**src/rtl/adder_32bit.sv**
```systemverilog
// rtl/adder_32bit.sv - registered 32-bit adder built from two 16-bit carry-lookahead slices
// Optional signed-overflow output enabled by defining ADDER_32BIT_OVF_EN.
module adder_32bit (
    input  logic        clk,
    input  logic        rst_n,
    input  logic [31:0] a,
    input  logic [31:0] b,
    output logic [31:0] sum,
`ifdef ADDER_32BIT_OVF_EN
    output logic        ovf,
`endif
    output logic        cout
);

    logic [31:0] w_g;
    logic [31:0] w_p;
    logic [31:0] w_c;
    logic [8:0]  w_gc;
    logic [31:0] w_s;
    logic        w_c16;
    logic        w_c32;

    logic [31:0] r_sum;
    logic        r_cout;

    assign w_g = a & b;
    assign w_p = a ^ b;

    // Groups 0-3 form the lower slice, groups 4-7 the upper; group carries ripple.
    assign w_gc[0] = 1'b0;

    genvar k;
    generate
        for (k = 0; k < 8; k++) begin : g_cla
            logic [3:0] w_gg;
            logic [3:0] w_pp;
            logic       w_ci;

            assign w_gg = w_g[4*k +: 4];
            assign w_pp = w_p[4*k +: 4];
            assign w_ci = w_gc[k];

            assign w_c[4*k]   = w_ci;
            assign w_c[4*k+1] = w_gg[0] | (w_pp[0] & w_ci);
            assign w_c[4*k+2] = w_gg[1] | (w_pp[1] & w_gg[0])
                              | (w_pp[1] & w_pp[0] & w_ci);
            assign w_c[4*k+3] = w_gg[2] | (w_pp[2] & w_gg[1])
                              | (w_pp[2] & w_pp[1] & w_gg[0])
                              | (w_pp[2] & w_pp[1] & w_pp[0] & w_ci);
            assign w_gc[k+1]  = w_gg[3] | (w_pp[3] & w_gg[2])
                              | (w_pp[3] & w_pp[2] & w_gg[1])
                              | (w_pp[3] & w_pp[2] & w_pp[1] & w_gg[0])
                              | (w_pp[3] & w_pp[2] & w_pp[1] & w_pp[0] & w_ci);
        end
    endgenerate

    assign w_c16 = w_gc[4];
    assign w_c32 = w_gc[8];
    assign w_s   = w_p ^ w_c;

    always_ff @(posedge clk or negedge rst_n) begin
        if (!rst_n) begin
            r_sum  <= 32'h0;
            r_cout <= 1'b0;
        end else begin
            r_sum  <= w_s;
            r_cout <= w_c32;
        end
    end

    assign sum  = r_sum;
    assign cout = r_cout;

`ifdef ADDER_32BIT_OVF_EN
    logic w_ovf;
    logic r_ovf;

    assign w_ovf = (a[31] == b[31]) && (w_s[31] != a[31]);

    always_ff @(posedge clk or negedge rst_n) begin
        if (!rst_n) begin
            r_ovf <= 1'b0;
        end else begin
            r_ovf <= w_ovf;
        end
    end

    assign ovf = r_ovf;
`endif

    // Lower-slice carry-out is consumed internally by group 4; kept named for debug.
    logic w_unused_c16;
    assign w_unused_c16 = w_c16;

endmodule

```
**config.mk**
```make
export PLATFORM = sky130hd
export DESIGN_NAME = adder_32bit
export DESIGN_NICKNAME = d
export VERILOG_FILES = /design/src/rtl/adder_32bit.sv
export SDC_FILE = /design/constraint.sdc
export NUM_CORES = 1
export LEC_CHECK = 0
export BUFFER_PORTS_ARGS = -buffer_cell sky130_fd_sc_hd__buf_2
export CAP_MARGIN = 10
export CELL_PAD_IN_SITES_DETAIL_PLACEMENT = 1
export CELL_PAD_IN_SITES_GLOBAL_PLACEMENT = 2
export CORE_MARGIN = 5
export CORE_UTILIZATION = 30
export CTS_BUF_LIST = sky130_fd_sc_hd__clkbuf_4
export CTS_CLUSTER_DIAMETER = 40
export DETAILED_ROUTE_END_ITERATION = 8
export PLACE_DENSITY = 0.92
export SKIP_LAST_GASP = 1
export SLEW_MARGIN = 5
export SYNTH_ARGS = -nofsm -noshare
export SYNTH_HDL_FRONTEND = slang
export SYNTH_SLANG_ARGS = --single-unit
```
**constraint.sdc**
```tcl
create_clock -name clk -period 0.8 [get_ports clk]
set_input_delay 0 -clock clk [delete_from_list [all_inputs] [get_ports clk]]
set_output_delay 0 -clock clk [all_outputs]
set_load 0.02 [all_outputs]
```
Word-level counts from Yosys, hierarchy flattened
Cells that the tools add are included.
{"block": "totals", "register_bits": 33, "input_bits": 66, "output_inout_bits": 33}
{"block": "classes", "bitwise": 200}
{"op": "bitwise AND 1 bit", "count": 121}
{"op": "OR 1 bit", "count": 76}
{"op": "XOR 32 bit", "count": 2}
{"op": "bitwise AND 32 bit", "count": 1}

Longest topological paths before layout
{"block": "depth", "ltp_word": 20, "depth_mapped": 10, "mapped_depth_nobuf": 9}

Least setup slack after synthesis
Ideal clock, no wire load.
{"block": "synth_timing", "path_type": "input -> register", "from": "in a[13]", "to": "reg r_sum[29], in the netlist sum[29]", "setup_time_ps": 125, "t_arrival_ps": 1977, "t_required_ps": 675, "path_slack_ps": -1302, "cell_stages": 9, "path_cell_list": "ha_1 a21o_1 a31o_4 a22oi_2 o21ai_2 o21ai_2 nand2_1 fa_1 xor2_1"}
{"block": "synth_via", "elab_chain_len": 14, "word_cells_on_any_way": 19}
{"element": "start, declared", "line": "6", "rtl": "input logic [31:0] a,"}
{"element": "bitwise AND 32 bit or XOR 32 bit (tied branches)", "line": "26, 27"}
{"element": "bitwise AND 1 bit, on equally long branches", "line": "51, 52, 53"}
{"element": "OR 1 bit, or another cell as far along", "line": "51", "rtl": "| (w_pp[3] & w_pp[2] & w_gg[1])"}
{"element": "OR 1 bit or bitwise AND 1 bit (tied branches)", "line": "52, 53"}
{"element": "OR 1 bit *", "line": "53", "rtl": "| (w_pp[3] & w_pp[2] & w_pp[1] & w_pp[0] & w_ci);"}
{"element": "bitwise AND 1 bit *", "line": "53"}
{"element": "OR 1 bit *", "line": "53"}
{"element": "bitwise AND 1 bit *", "line": "53"}
{"element": "OR 1 bit *", "line": "53"}
{"element": "bitwise AND 1 bit *", "line": "53"}
{"element": "OR 1 bit *", "line": "53"}
{"element": "bitwise AND 1 bit *", "line": "44", "rtl": "assign w_c[4*k+1] = w_gg[0] | (w_pp[0] & w_ci);"}
{"element": "OR 1 bit *", "line": "44"}
{"element": "XOR 32 bit *", "line": "59", "rtl": "assign w_s = w_p ^ w_c;"}
{"element": "named net w_s[29]", "line": "19", "rtl": "logic [31:0] w_s;"}
{"element": "end signal, assigned", "line": "66", "rtl": "r_sum <= w_s;"}
{"element": "end, declared", "line": "23", "rtl": "logic [31:0] r_sum;"}
Mark *: on every way through the listed nets, which the timed path passes. The rest lies on a longest branch.

Final worst setup path
{"block": "layout_timing", "from": "in a[8]", "to": "reg r_sum[24], in the netlist sum[24]"}
{"block": "layout_via", "elab_chain_len": 11, "word_cells_on_any_way": 14}
{"element": "bitwise AND 32 bit or XOR 32 bit (tied branches)", "line": "26, 27"}
{"element": "bitwise AND 1 bit, on equally long branches", "line": "52, 53"}
{"element": "OR 1 bit or bitwise AND 1 bit (tied branches)", "line": "52, 53"}
{"element": "OR 1 bit *", "line": "53"}
{"element": "bitwise AND 1 bit *", "line": "53"}
{"element": "OR 1 bit *", "line": "53"}
{"element": "bitwise AND 1 bit *", "line": "53"}
{"element": "OR 1 bit *", "line": "53"}
{"element": "bitwise AND 1 bit *", "line": "53"}
{"element": "OR 1 bit *", "line": "53"}
{"element": "XOR 32 bit *", "line": "59"}
{"element": "named net w_s[24]", "line": "19"}
Marks and branches as above.

==> key figures <==
Synthesis
  • Top FF cell, synth: dfrtp_1
  • Post-Syn Instances: between 200 and 250
  • Synth async-reset ratio: 100%
  • Syn. warnings: 0
  • Post-synth EDFFs: 0
  • Top-area cell type share of the netlist area: 34.3%
  • Avg Inst Size Synth: 10.6 sq um
  • Mapped cell area: between 2000 and 2500 sq um
  • Yosys reg bits: 33
  • Most area-hungry cell type in the Yosys netlist: dfrtp_1
  • Synthesized Nets: roughly 330
  • Netlist cell types: 53
  • Register area share after synthesis: between 30% and 40%
  • Ranking of synthesized cells by area: dfrtp_1 (34%), ha_1 (17%), fa_1 (6.6%)

Floorplan
  • Row count: 32
  • Die Ht: approximately 100 um
  • Boundary Pins: 99
  • Core area: around 7800 sq um
  • Die W: about 100 um
  • Initial Utilization: between 30% and 40%
  • Total Die Area: 9930 sq um

STA
  • Fin. max-slew vios: 0
  • Final hold viol count: 2
  • Period utilisation layout: 216%
  • Slew @ Worst Pin: 0.351 ns
  • Final WS setup: -0.932 ns
  • Unrepaired setup endpoints after global routing: true
  • Final setup viols: 62
  • Hold Slack: -0.0310 ns
  • Normalized max-slew margin: 76.3%
  • Tmin final: about 1.7 ns
  • Max Freq: 577 MHz
  • Setup TNS: -20.98 ns

Global routing
  • Initial antenna violation count: 0
  • GR Util All Layers: between 15 and 20%
  • Number of global-route vias before repair: just under 3000
  • Largest net degree at the start of global routing: 34
  • Overflow after GRT: 0
  • First-pass GRT wire length: 14100 um

Power and ir drop
  • Switch Pwr: between 2000 and 3000 uW
  • Clock power frac: approximately 14%
  • Flop pwr share: between 30% and 40%
  • Combinational share of power: a little over half
  • Sw frac: between 30 and 40%
  • Power Internal: 4410 uW
  • Pwr per Cell Area: 1520 nW/um^2
  • Static Leak: between 0.002 and 0.0025 uW
  • Max VDD drop: 653 uV

CTS
  • CTS tree: yes
  • Clk root buf: clkbuf_4
  • H-tree Lvls: 2
  • Cts hold-fix bufs: 3
  • Clock Sinks: 33
  • Clk buf depth: 2
  • Num CTS Buffers: 5
  • CTS clk-pin slew, worst paths: around 0.13 ns

Worst setup path
  • Critical Path Sink Type: flip-flop
  • Buf/Inv on CP: 1
  • WS Path Type: in -> reg
  • Max FO, Critical Path: 4
  • Startpoint Class: input port
  • Worst Path Arrival: ~2.0 ns
  • Critical path's slowest cell: fa_2
  • Top Family by Delay on Critical Path: compound AO/OA/AOI/OAI gates
  • Slowest stage delay, CP: between 0.4 and 0.5 ns
  • WP data required: roughly 1.0 ns
  • Cells along the critical path: buf_6 > ha_4 > and4_4 > and3_4 > a21oi_4 > a211o_1 > a21oi_2 > a211o_1 > fa_2
  • Most Frequent Cell on Critical Path: a211o_1
  • Cell depth of the worst setup path: 9

Detailed routing
  • DRC viols: 0
  • Routed len/inst: 16.9 um
  • Vias: ~2500
  • Remaining antenna violation count: 0
  • Vias per cell: between 4 and 5
  • Drt initial violations: 49
  • Drt first pass iters: 4
  • Post-Route WL: a little under 9000 um

Cells and area
  • Most common cell after layout, fill and taps aside: buf_4
  • Area of the multi-input gates: slightly above 2000 sq um
  • Final net count: 526
  • Storage cell area: 826 sq um
  • # fillers: ~840
  • Antenna diodes: 0
  • Ratio of cells with drive above 1 in the final layout: 63.9%
  • Most frequent cells in the layout: buf_4 (78), buf_6 (56), buf_2 (50), dfrtp_1 (33), ha_4 (18)
  • Finished Core Util: 59.2%
  • Area Growth Syn to Fin: 90.8%

Job
  • Maxcap violations: 0

Placed design
  • Post-DP HPWL: 6700 um
  • Gpl congestion: just under 0.8
  • I/O Buffers: between 90 and 100

Outcome
  • Status: complete, but fails checks
  • Failing checks: hold timing, setup timing

Min path
  • Hold WC Path Type: in -> reg
  • Cells on Worst Hold Path: 2
-- sequential cells by signal (all words and copies together), names as in the netlist --
| signal | flops |
|---|---|
| cout | 1 |
| sum | 32 |
-- per-stage QoR --
step                      total power, uW  instance area, sq um  hold slack, ns  setup WS (ns)  cells
after floorplan                      3750                  2680          -0.296          -1.13    227
after global routing                 7450                  4600         -0.0389         -0.974    523
after global placement               4970                  3850         -0.0243          -1.30    500
after CTS                            6850                  4400         -0.0166         -0.885    519
after detailed placement             5120                  3850         -0.0176          -1.34    500
final                                6990                  4600         -0.0310         -0.932    523
-- cell families after synthesis --
family / synth area share (%)
AO/OA/AOI/OAI: 19.6
XOR/XNOR: 6.54
multiplexers: 0.882
flip-flops: 34.3
buffers and inverters: 1.61
adder cells (fa/ha/maj): 23.2
AND/OR/NAND/NOR: 13.9
-- power groups by stage --
| stage | clock, uW | sequential, uW | combinational, uW |
|---|---|---|---|
| floorplan | 0 | 2600 | 1160 |
| global placement | 0 | 2120 | 2850 |
| detailed placement | 0 | 2130 | 2980 |
| CTS | 1040 | 2190 | 3620 |
| global route | 1140 | 2230 | 4080 |
| finish | 1000 | 2190 | 3800 |
-- cells in the mapped netlist (all sizes together) (2+ instances only) --
cell type and number:
a311oi 2, and3 5, a21o 7, o311ai 3, fa 8, nand3b 3
inv 8, o21a 2, xor2 9, nand2 14, a211o 2, a21oi 22
nand4b 2, a31oi 2, o21bai 2, nor2 8, nand4 5, o21ai 12
and4 2, nor3 6, xnor2 9, dfrtp 33, ha 32, nand2b 2
nand3 9
-- final cells by class --
cell class              instances  share of cell area [%]
inverters                       8                   0.653
well taps                     102                    2.77
clock buffers                   6                   0.979
flip-flops and latches         33                    18.0
multi-input cells             184                    44.5
clock inverters                 2                   0.218
repair buffers                188                    33.0
-- final timing paths --
path / end / startpoint / slack (ns)
min in group asynchronous: sum[27]$_DFF_PN0_ / rst_n / 0.13
worst max-delay path: sum[24]$_DFF_PN0_ / a[8] / -0.93
max in group asynchronous: sum[20]$_DFF_PN0_ / rst_n / 0.47
worst min-delay path: sum[8]$_DFF_PN0_ / b[8] / -0.03
-- per-layer routing --
metal / up-vias / GRT usage, % / share of wire, %
met5: - / 0 / 0
met4: 0 / 3.47 / 1.3
met3: 12 / 3.37 / 4.8
met2: 67 / 34.4 / 56
met1: 1212 / 19.5 / 38
li1: 1241 / - / -
-- repair_timing --
item | in CTS | in global routing
setup endpoints to repair | 62 | 62
cloned | 0 | 0
pin swaps | 30 | 24
gates resized for setup | 105 | 27
setup buffers | 10 | 6
hold endpoints to repair | 36 | 2
(Power assumes the default switching activity.)
